$ cat src/rtl/aes_pkg.sv
// rtl/aes_pkg.sv - shared constants, mode/state enums and mode decode for aes_mode_ctrl.
// Optional feature macro: AES_MODE_CTR_EN (counter mode decode).
package aes_pkg;

    localparam int AES_BLK_W = 128;

    typedef enum logic [1:0] {
        ECB  = 2'b00,
        CBC  = 2'b01,
        CTR  = 2'b10,
        RSVD = 2'b11
    } aes_mode_t;

    typedef enum logic [1:0] {
        IDLE  = 2'b00,
        START = 2'b01,
        WAIT  = 2'b10,
        OUT   = 2'b11
    } aes_ctrl_state_t;

    // Collapse the mode field to the modes this build implements; everything else runs as ECB.
    function automatic aes_mode_t eff_mode(input logic [1:0] mode);
`ifdef AES_MODE_CTR_EN
        eff_mode = (mode == 2'b01) ? CBC : ((mode == 2'b10) ? CTR : ECB);
`else
        eff_mode = (mode == 2'b01) ? CBC : ECB;
`endif
    endfunction

endpackage

$ cat src/rtl/aes_chain_bank.sv
// rtl/aes_chain_bank.sv - per-channel chain registers with IV load and busy-channel drop.
module aes_chain_bank
    import aes_pkg::*;
#(
    parameter int NUM_CH = 4,
    parameter int CH_W   = (NUM_CH > 1) ? $clog2(NUM_CH) : 1
) (
    input  logic                 HCLK,
    input  logic                 rst,
    input  logic                 i_iv_load,
    input  logic [CH_W-1:0]      i_iv_ch,
    input  logic [AES_BLK_W-1:0] i_iv_data,
    input  logic                 i_busy,
    input  logic [CH_W-1:0]      i_act_ch,
    input  logic                 i_upd_en,
    input  logic [AES_BLK_W-1:0] i_upd_data,
    output logic [AES_BLK_W-1:0] o_rd_data,
    output logic                 o_iv_drop
);

    logic [AES_BLK_W-1:0] r_chain [NUM_CH];
    logic                 r_drop;
    logic                 w_hit;

    // The active channel's chain must not move under an in-flight block.
    assign w_hit     = i_iv_load && i_busy && (i_iv_ch == i_act_ch);
    assign o_iv_drop = r_drop;

    always_ff @(posedge HCLK) begin
        if (rst) begin
            r_drop <= 1'b0;
            for (int i = 0; i < NUM_CH; i++) r_chain[i] <= '0;
        end else begin
            r_drop <= w_hit;
            for (int i = 0; i < NUM_CH; i++) begin
                if (i_upd_en && (i_act_ch == CH_W'(i)))
                    r_chain[i] <= i_upd_data;
                else if (i_iv_load && !w_hit && (i_iv_ch == CH_W'(i)))
                    r_chain[i] <= i_iv_data;
            end
        end
    end

    always_comb begin
        o_rd_data = '0;
        for (int i = 0; i < NUM_CH; i++)
            if (i_act_ch == CH_W'(i)) o_rd_data = r_chain[i];
    end

endmodule

$ cat src/rtl/aes_mode_ctrl.sv
// rtl/aes_mode_ctrl.sv - ECB/CBC/CTR chaining controller around a single-block cipher core.
// Optional feature macro: AES_MODE_CTR_EN (counter mode; mode 10 runs as ECB without it).
module aes_mode_ctrl
    import aes_pkg::*;
#(
    parameter int NUM_CH = 4,
    parameter int CH_W   = (NUM_CH > 1) ? $clog2(NUM_CH) : 1
) (
    input  logic                 HCLK,
    input  logic                 rst,
    input  logic                 in_valid,
    output logic                 in_ready,
    input  logic [AES_BLK_W-1:0] in_data,
    input  logic [CH_W-1:0]      in_ch,
    input  logic                 in_encrypt,
    input  logic [1:0]           in_mode,
    input  logic                 iv_load,
    input  logic [CH_W-1:0]      iv_ch,
    input  logic [AES_BLK_W-1:0] iv_data,
    output logic                 iv_drop,
    output logic                 core_start,
    output logic                 core_encrypt,
    output logic [AES_BLK_W-1:0] core_data,
    input  logic                 core_done,
    input  logic [AES_BLK_W-1:0] core_result,
    output logic                 out_valid,
    input  logic                 out_ready,
    output logic [AES_BLK_W-1:0] out_data,
    output logic [CH_W-1:0]      out_ch,
    output logic                 busy
);

    aes_ctrl_state_t      r_state, w_next;
    logic [AES_BLK_W-1:0] r_data, r_out_data;
    logic [CH_W-1:0]      r_ch, r_out_ch;
    logic                 r_enc, r_rdy;
    aes_mode_t            r_mode;

    logic                 w_accept, w_done, w_upd_en, w_core_enc;
    logic [AES_BLK_W-1:0] w_chain, w_core_data, w_out_nxt, w_upd_data;

    assign w_accept = in_valid && in_ready;
    assign w_done   = (r_state == WAIT) && core_done;

    always_ff @(posedge HCLK) begin
        if (rst) r_state <= IDLE;
        else     r_state <= w_next;
    end

    always_comb begin
        w_next = r_state;
        case (r_state)
            IDLE:  if (w_accept)  w_next = START;
            START:                w_next = WAIT;
            WAIT:  if (core_done) w_next = OUT;
            OUT:   if (out_ready) w_next = IDLE;
            default:              w_next = IDLE;
        endcase
    end

    // r_rdy holds in_ready low until the first edge after reset is released.
    always_comb begin
        in_ready   = (r_state == IDLE) && r_rdy;
        core_start = (r_state == START);
        out_valid  = (r_state == OUT);
        busy       = (r_state != IDLE);
    end

    always_ff @(posedge HCLK) begin
        if (rst) begin
            r_rdy      <= 1'b0;
            r_data     <= '0;
            r_ch       <= '0;
            r_enc      <= 1'b0;
            r_mode     <= ECB;
            r_out_data <= '0;
            r_out_ch   <= '0;
        end else begin
            r_rdy <= 1'b1;
            if (w_accept) begin
                r_data <= in_data;
                r_ch   <= in_ch;
                r_enc  <= in_encrypt;
                r_mode <= eff_mode(in_mode);
            end
            if (w_done) begin
                r_out_data <= w_out_nxt;
                r_out_ch   <= r_ch;
            end
        end
    end

    // Chain of the captured channel cannot change while busy, so the core input stays put.
    always_comb begin
        w_core_data = r_data;
        w_core_enc  = r_enc;
        w_out_nxt   = core_result;
        w_upd_en    = 1'b0;
        w_upd_data  = core_result;
        case (r_mode)
            CBC: begin
                w_upd_en = w_done;
                if (r_enc) begin
                    w_core_data = r_data ^ w_chain;
                end else begin
                    w_out_nxt  = core_result ^ w_chain;
                    w_upd_data = r_data;
                end
            end
`ifdef AES_MODE_CTR_EN
            CTR: begin
                w_core_data = w_chain;
                w_core_enc  = 1'b1;
                w_out_nxt   = r_data ^ core_result;
                w_upd_en    = w_done;
                w_upd_data  = {w_chain[AES_BLK_W-1:32], w_chain[31:0] + 32'd1};
            end
`endif
            default: ;
        endcase
    end

    assign core_data    = w_core_data;
    assign core_encrypt = w_core_enc;
    assign out_data     = r_out_data;
    assign out_ch       = r_out_ch;

    aes_chain_bank #(
        .NUM_CH (NUM_CH),
        .CH_W   (CH_W)
    ) u_chain_bank (
        .HCLK       (HCLK),
        .rst        (rst),
        .i_iv_load  (iv_load),
        .i_iv_ch    (iv_ch),
        .i_iv_data  (iv_data),
        .i_busy     (busy),
        .i_act_ch   (r_ch),
        .i_upd_en   (w_upd_en),
        .i_upd_data (w_upd_data),
        .o_rd_data  (w_chain),
        .o_iv_drop  (iv_drop)
    );

endmodule

$ cat config.mk
export PLATFORM = sky130hd
export DESIGN_NAME = aes_mode_ctrl
export DESIGN_NICKNAME = d
export VERILOG_FILES = /design/src/rtl/aes_pkg.sv /design/src/rtl/aes_chain_bank.sv /design/src/rtl/aes_mode_ctrl.sv
export SDC_FILE = /design/constraint.sdc
export NUM_CORES = 2
export LEC_CHECK = 0
export CAP_MARGIN = 15
export CORE_UTILIZATION = 45
export CTS_CLUSTER_SIZE = 14
export DETAILED_ROUTE_END_ITERATION = 8
export GPL_TIMING_DRIVEN = 0
export PLACE_DENSITY_LB_ADDON = 0.12
export SLEW_MARGIN = 0
export SYNTH_ARGS = -nofsm -noshare
export SYNTH_HDL_FRONTEND = slang
export SYNTH_SLANG_ARGS = --single-unit
$ cat constraint.sdc
create_clock -name HCLK -period 9.4 [get_ports HCLK]
set_input_delay 0.94 -clock HCLK [delete_from_list [all_inputs] [get_ports HCLK]]
set_output_delay 0.94 -clock HCLK [all_outputs]
set_load 0.02 [all_outputs]
== Word-level counts from Yosys, hierarchy flattened ==
Memory sizes are Yosys's and may differ from the RTL's.
Index checks and enable logic that the tools add are counted.

* Bits in registers: 267
* Bits in writable memories: 512
* Bits of input ports: 397
* Output and inout bits: 264
* Word-level logic and storage cells: 110
* Memories: 1

{| class="wikitable"
|+ Memory list
! memory !! words !! bits a word !! rd ports !! clocked after Yosys merged registers in !! write ports !! RTL line !! text
|-
| u_chain_bank.r_chain || 4 || 128 || 4 || 0 || 4 || aes_chain_bank.sv:21 || <nowiki>logic [AES_BLK_W-1:0] r_chain [NUM_CH];</nowiki>
|}

* Equal/unequal tests: 15
* Mux-type cells: 55
* Bitwise operators: 10
* Reduce and logical (&&, ||, !) cells: 20

{| class="wikitable"
|+ Operators with widths
! operator !! count
|-
| $mux 128 || 18
|-
| $xor 128x128->128 || 2
|-
| $mux 1 || 33
|-
| $logic_and 1x1->1 || 14
|-
| $eq 2x2->1 const B || 6
|-
| $eq 2x1->1 const B || 5
|-
| $or 1x1->1 || 8
|-
| $pmux 2 s4 || 1
|-
| $logic_not 2->1 || 3
|-
| $mux 2 || 3
|-
| $ne 2x2->1 const B || 2
|-
| $reduce_and 3->1 || 1
|-
| $eq 2x2->1 || 1
|-
| $ne 2x1->1 const B || 1
|-
| $reduce_bool 2->1 || 1
|-
| $logic_not 1->1 || 1
|}

== Depth between registers and ports, before layout ==
* Depth in word-level cells: 11
* Gate-level depth with buffers: 8

== Hierarchy ==
From an unflattened synthesis, not the netlist that was laid out.

* Cell total of the unflattened synthesis: 3717
* Area total of the unflattened synthesis: 39278.9 µm²

{| class="wikitable"
|+ By module, submodules not included
! module !! instances !! cells each !! area an instance (µm²) !! sequential area each (µm²)
|-
| aes_chain_bank || 1 || 1983 || 24845.1 || 15394.8
|-
| aes_mode_ctrl || 1 || 1734 || 14433.8 || 5305.1
|}

== Worst setup path before layout ==
Ideal clock, no wire load.

* Path kind: input to register
* Start: input port rst
* End: memory u_chain_bank.r_chain[3][0] (enable)
* Arrival time: 8.399 ns
* Required time: 8.731 ns
* Path slack: 0.332 ns
* Cell stages on the path: 6
* Path buffers: 3
* Cells stage by stage: clkbuf_1 > nor2b_1 > o311ai_4 > buf_2 > buf_2 > o221ai_1

{| class="wikitable"
|+ RTL lines
! element !! RTL line !! text
|-
| from (decl) || aes_mode_ctrl.sv:10 || <nowiki>input logic rst,</nowiki>
|-
| to (decl) || aes_chain_bank.sv:21 ||
|}

== Worst setup path in the final report ==
* Start: register r_mode[0]
* End: output port core_data[61]

* Cells in the longest elaborated chain, start to end: 2

{| class="wikitable"
|+ Ends and longest elaborated chain
! element !! RTL line !! text
|-
| from (decl) || aes_mode_ctrl.sv:37 || <nowiki>aes_mode_t r_mode;</nowiki>
|-
| from (signal assigned) || aes_mode_ctrl.sv:84 || <nowiki>r_mode <= eff_mode(in_mode);</nowiki>
|-
| $eq 2x1->1 || aes_mode_ctrl.sv:100 || <nowiki>case (r_mode)</nowiki>
|-
| $mux 128 || aes_mode_ctrl.sv:100 ||
|-
| to (decl) || aes_mode_ctrl.sv:23 || <nowiki>output logic [AES_BLK_W-1:0] core_data,</nowiki>
|}

Every way passes these cells.

==> reports/results.txt <==
status: completed
Worst R2R End: u_chain_bank.r_chain[1][41]
Synth Area in Compound Gates: 0.1791
RSZ-0062 raised after global routing: no
Worst R2R Setup Slack: 5.61 ns
Synth Net Count: 3650
Root Driver: clkbuf_16
Final Hold Violating Endpoints: 0
register area: 0.02070 mm²
syn avg cell area: 11.85 µm²
GRT Total Usage: 0.3484
area of the multi-input gates: 0.01574 mm²
max_cap viols: 0
Tmin final: 5.155 ns
post-route cell area: 0.05026 mm²
postcts setup bufs: 0
Min Hold Slack: 0.4795 ns
Clk Latency, worst-skew pair: 0.64 ns
Psw: 2.905 mW
post-detail-place hpwl: 109900 µm
synth unique cells: 38
Crit path arrival time: 4.22 ns
DP Area: 0.04731 mm²
Synth Instances: 3249
sequential power share: 0.419
Sink Count: 778
setup TNS: 0 ns
synthesis-to-finish area growth: 30.61%
total gr overflow: 0
Slew Limit Fails: 0
Req. time, crit path: 8.46 ns
commonest non-fill, non-tap cells in the layout: clkdlybuf4s50_1 (659), o32ai_1 (512), edfxtp_1 (512), nand2_1 (396), dfxtp_1 (266)
CTS H-Tree Depth: 3
P_int: 6.835 mW
initial antenna violation count: 24
CP endpoint: core_data[61]
Reg clk slew, reported paths: 0.06 ns
detailed-route via count: 34060
CTS tree: yes
adder and majority gate portion of the synthesized area: 0.001300
final wirelength: 155200 µm
Core Box Area: 0.08409 mm²
largest net degree at the start of global routing: 23
asr flop ratio synth: 0
Lkg Pwr: 16.44 nW
Synth Cell Area: 0.03848 mm²
fin cells: 5258
hold crit path type: reg2reg
die area: 0.08669 mm²
Gates resized, CTS repair: 0
die height: 294.4 µm
Post-synth EDFFs: 512
Critical Path Fanout Max: 11
Clk network pwr share: 0.359
Initial Util: 0.4577
Critical Path Source Type: register
layout cell share with drive strength beyond 1: 0.1093
Worst-Margin Slew: 1.178 ns
fmax: 194.0 MHz
post-synthesis mux area share: 0.1082
largest family of logic cells by synthesized area: compound AO/OA/AOI/OAI gates
Layout fillers: 7078
Seq/Total Area, Yosys: 0.5379
final setup fails: 0
crit path from: r_mode[0]
CP Class: reg2out
Remaining DRCs: 0
Final Cycle Share: 0.5484
cts bufs inserted: 86
Synth Area in Simple Gates: 0.08863
chip width: 294.4 µm
FP Rows: 106
most common cell after layout, fill and taps aside: clkdlybuf4s50_1
power share of the combinational group: 0.222
Inst Count DP: 5073
port bufs: 659
pwr/cell area: 193.8 mW/mm²
TritonRoute pass-1 iters: 6
CTS Hold Buffers Added: 0
r2r worst-path depth: 11
first-pass GRT wire length: 222900 µm
Switching Share: 0.2982
max_slew headroom: 0.2147
nets@finish: 4429
reg2reg start: r_state[0]
DRT iter0 DRCs: 3865
skew final: 0.02731 ns
routed vias/inst: 6.477
CTS Buffer Depth: 3
Detail Route Antenna Nets: 0
routed len/inst: 29.52 µm
Yosys warning count: 0
Critical Path Sink Type: primary output
Peak VDD IR: 158.4 µV
gp weighted congestion: 0.8832
Boundary Pins: 661
vias in the first global route: 33450
Post-synth top flop: edfxtp_1
xor and xnor area share after synthesis: 0.02998
Yosys reg bits: 778
## worst max-delay path, cell delays in order (launching register included)
cell and delay (ns):
dfxtp_1 0.51, and2_1 0.19, clkbuf_2 0.70, clkbuf_1 0.68, nand2_1 0.15, xnor2_1 0.58, clkdlybuf4s50_1 0.73
## registers in the layout (all words and copies together) (netlist names)
name,count
r_data,128
core_encrypt,1
r_mode,1
out_data,128
u_chain_bank.r_chain,512
out_ch,2
r_state,2
r_ch,2
u_chain_bank.o_iv_drop,1
r_rdy,1
## layout make-up
cell class	count	share of cell area
flip-flops and latches	778	0.4118
multi-input cells	1980	0.3132
repair buffers	691	0.1464
clock buffers	126	0.04939
plain buffers	357	0.03214
well taps	1134	0.02823
inverters	134	0.01001
clock inverters	33	0.007617
diodes	25	0.001245
## layer usage
layer	share of wire	routed length (µm)	global-route usage
met1	0.38	59290	0.4578
met5	0.00017	27	0
met4	0.045	7056	0.1668
met3	0.10	15640	0.07209
met2	0.47	73190	0.5500
## through the flow
step                      setup slack [ns]  power (mW)    util
after global placement              -6.384       6.287  0.5530
final                                4.245       9.739  0.5978
after floorplan                     0.3321       5.228       -
after CTS                            4.192       9.721  0.5967
after detailed placement             4.223       6.280  0.5626
after global routing                 4.140       10.00  0.5975
## power groups by stage
stage | logic [mW] | registers [mW] | clock network [mW]
after floorplan | 0.990 | 4.24 | 0
after detailed placement | 2.13 | 4.15 | 0
after global placement | 2.07 | 4.21 | 0
after CTS | 2.14 | 4.08 | 3.50
final | 2.16 | 4.08 | 3.50
after global routing | 2.27 | 4.11 | 3.63
## logic make-up (layout without fill, tap and decap cells)
kind of cell,Yosys count,in the layout
AND/OR/NAND/NOR,674,674
XOR/XNOR,130,130
AO/OA/AOI/OAI,916,916
buffers and inverters,491,1341
multiplexers,256,256
flip-flops,778,778
other,0,25
adder cells (fa/ha/maj),4,4
## Yosys cell counts (12+ instances only)
master      n  area [µm²]
a211oi_1  128       960.9
a21oi_1   135       675.7
and4_1    128        1121
buf_1      28       105.1
buf_2     134       670.6
buf_6      12       135.1
clkbuf_1  180       675.7
dfxtp_1   266        5325
edfxtp_1  512       15370
inv_1     134       503.0
mux2i_1   128        1281
mux4_2    128        2883
nand2_1   396        1486
nor3_1    129       645.6
o21ai_0   132       660.6
o32ai_1   512        4484
xnor2_1   128        1121
## worst min-delay path by stage
| stage | startpoint | to | slack (ns) | cells after the start |
|---|---|---|---|---|
| 2_1_floorplan | r_data[0] | r_data[0] | 0.46 | 2 |
| 3_3_place_gp | out_ch[0] | out_ch[0] | 0.44 | 2 |
| 3_5_place_dp | out_ch[0] | out_ch[0] | 0.47 | 2 |
| 4_1_cts | out_ch[0] | out_ch[0] | 0.48 | 2 |
| 5_1_grt | r_data[23] | r_data[23] | 0.51 | 2 |
| 6_report | out_ch[0] | out_ch[0] | 0.48 | 2 |
Note: power is estimated with default switching activity, not from simulation.
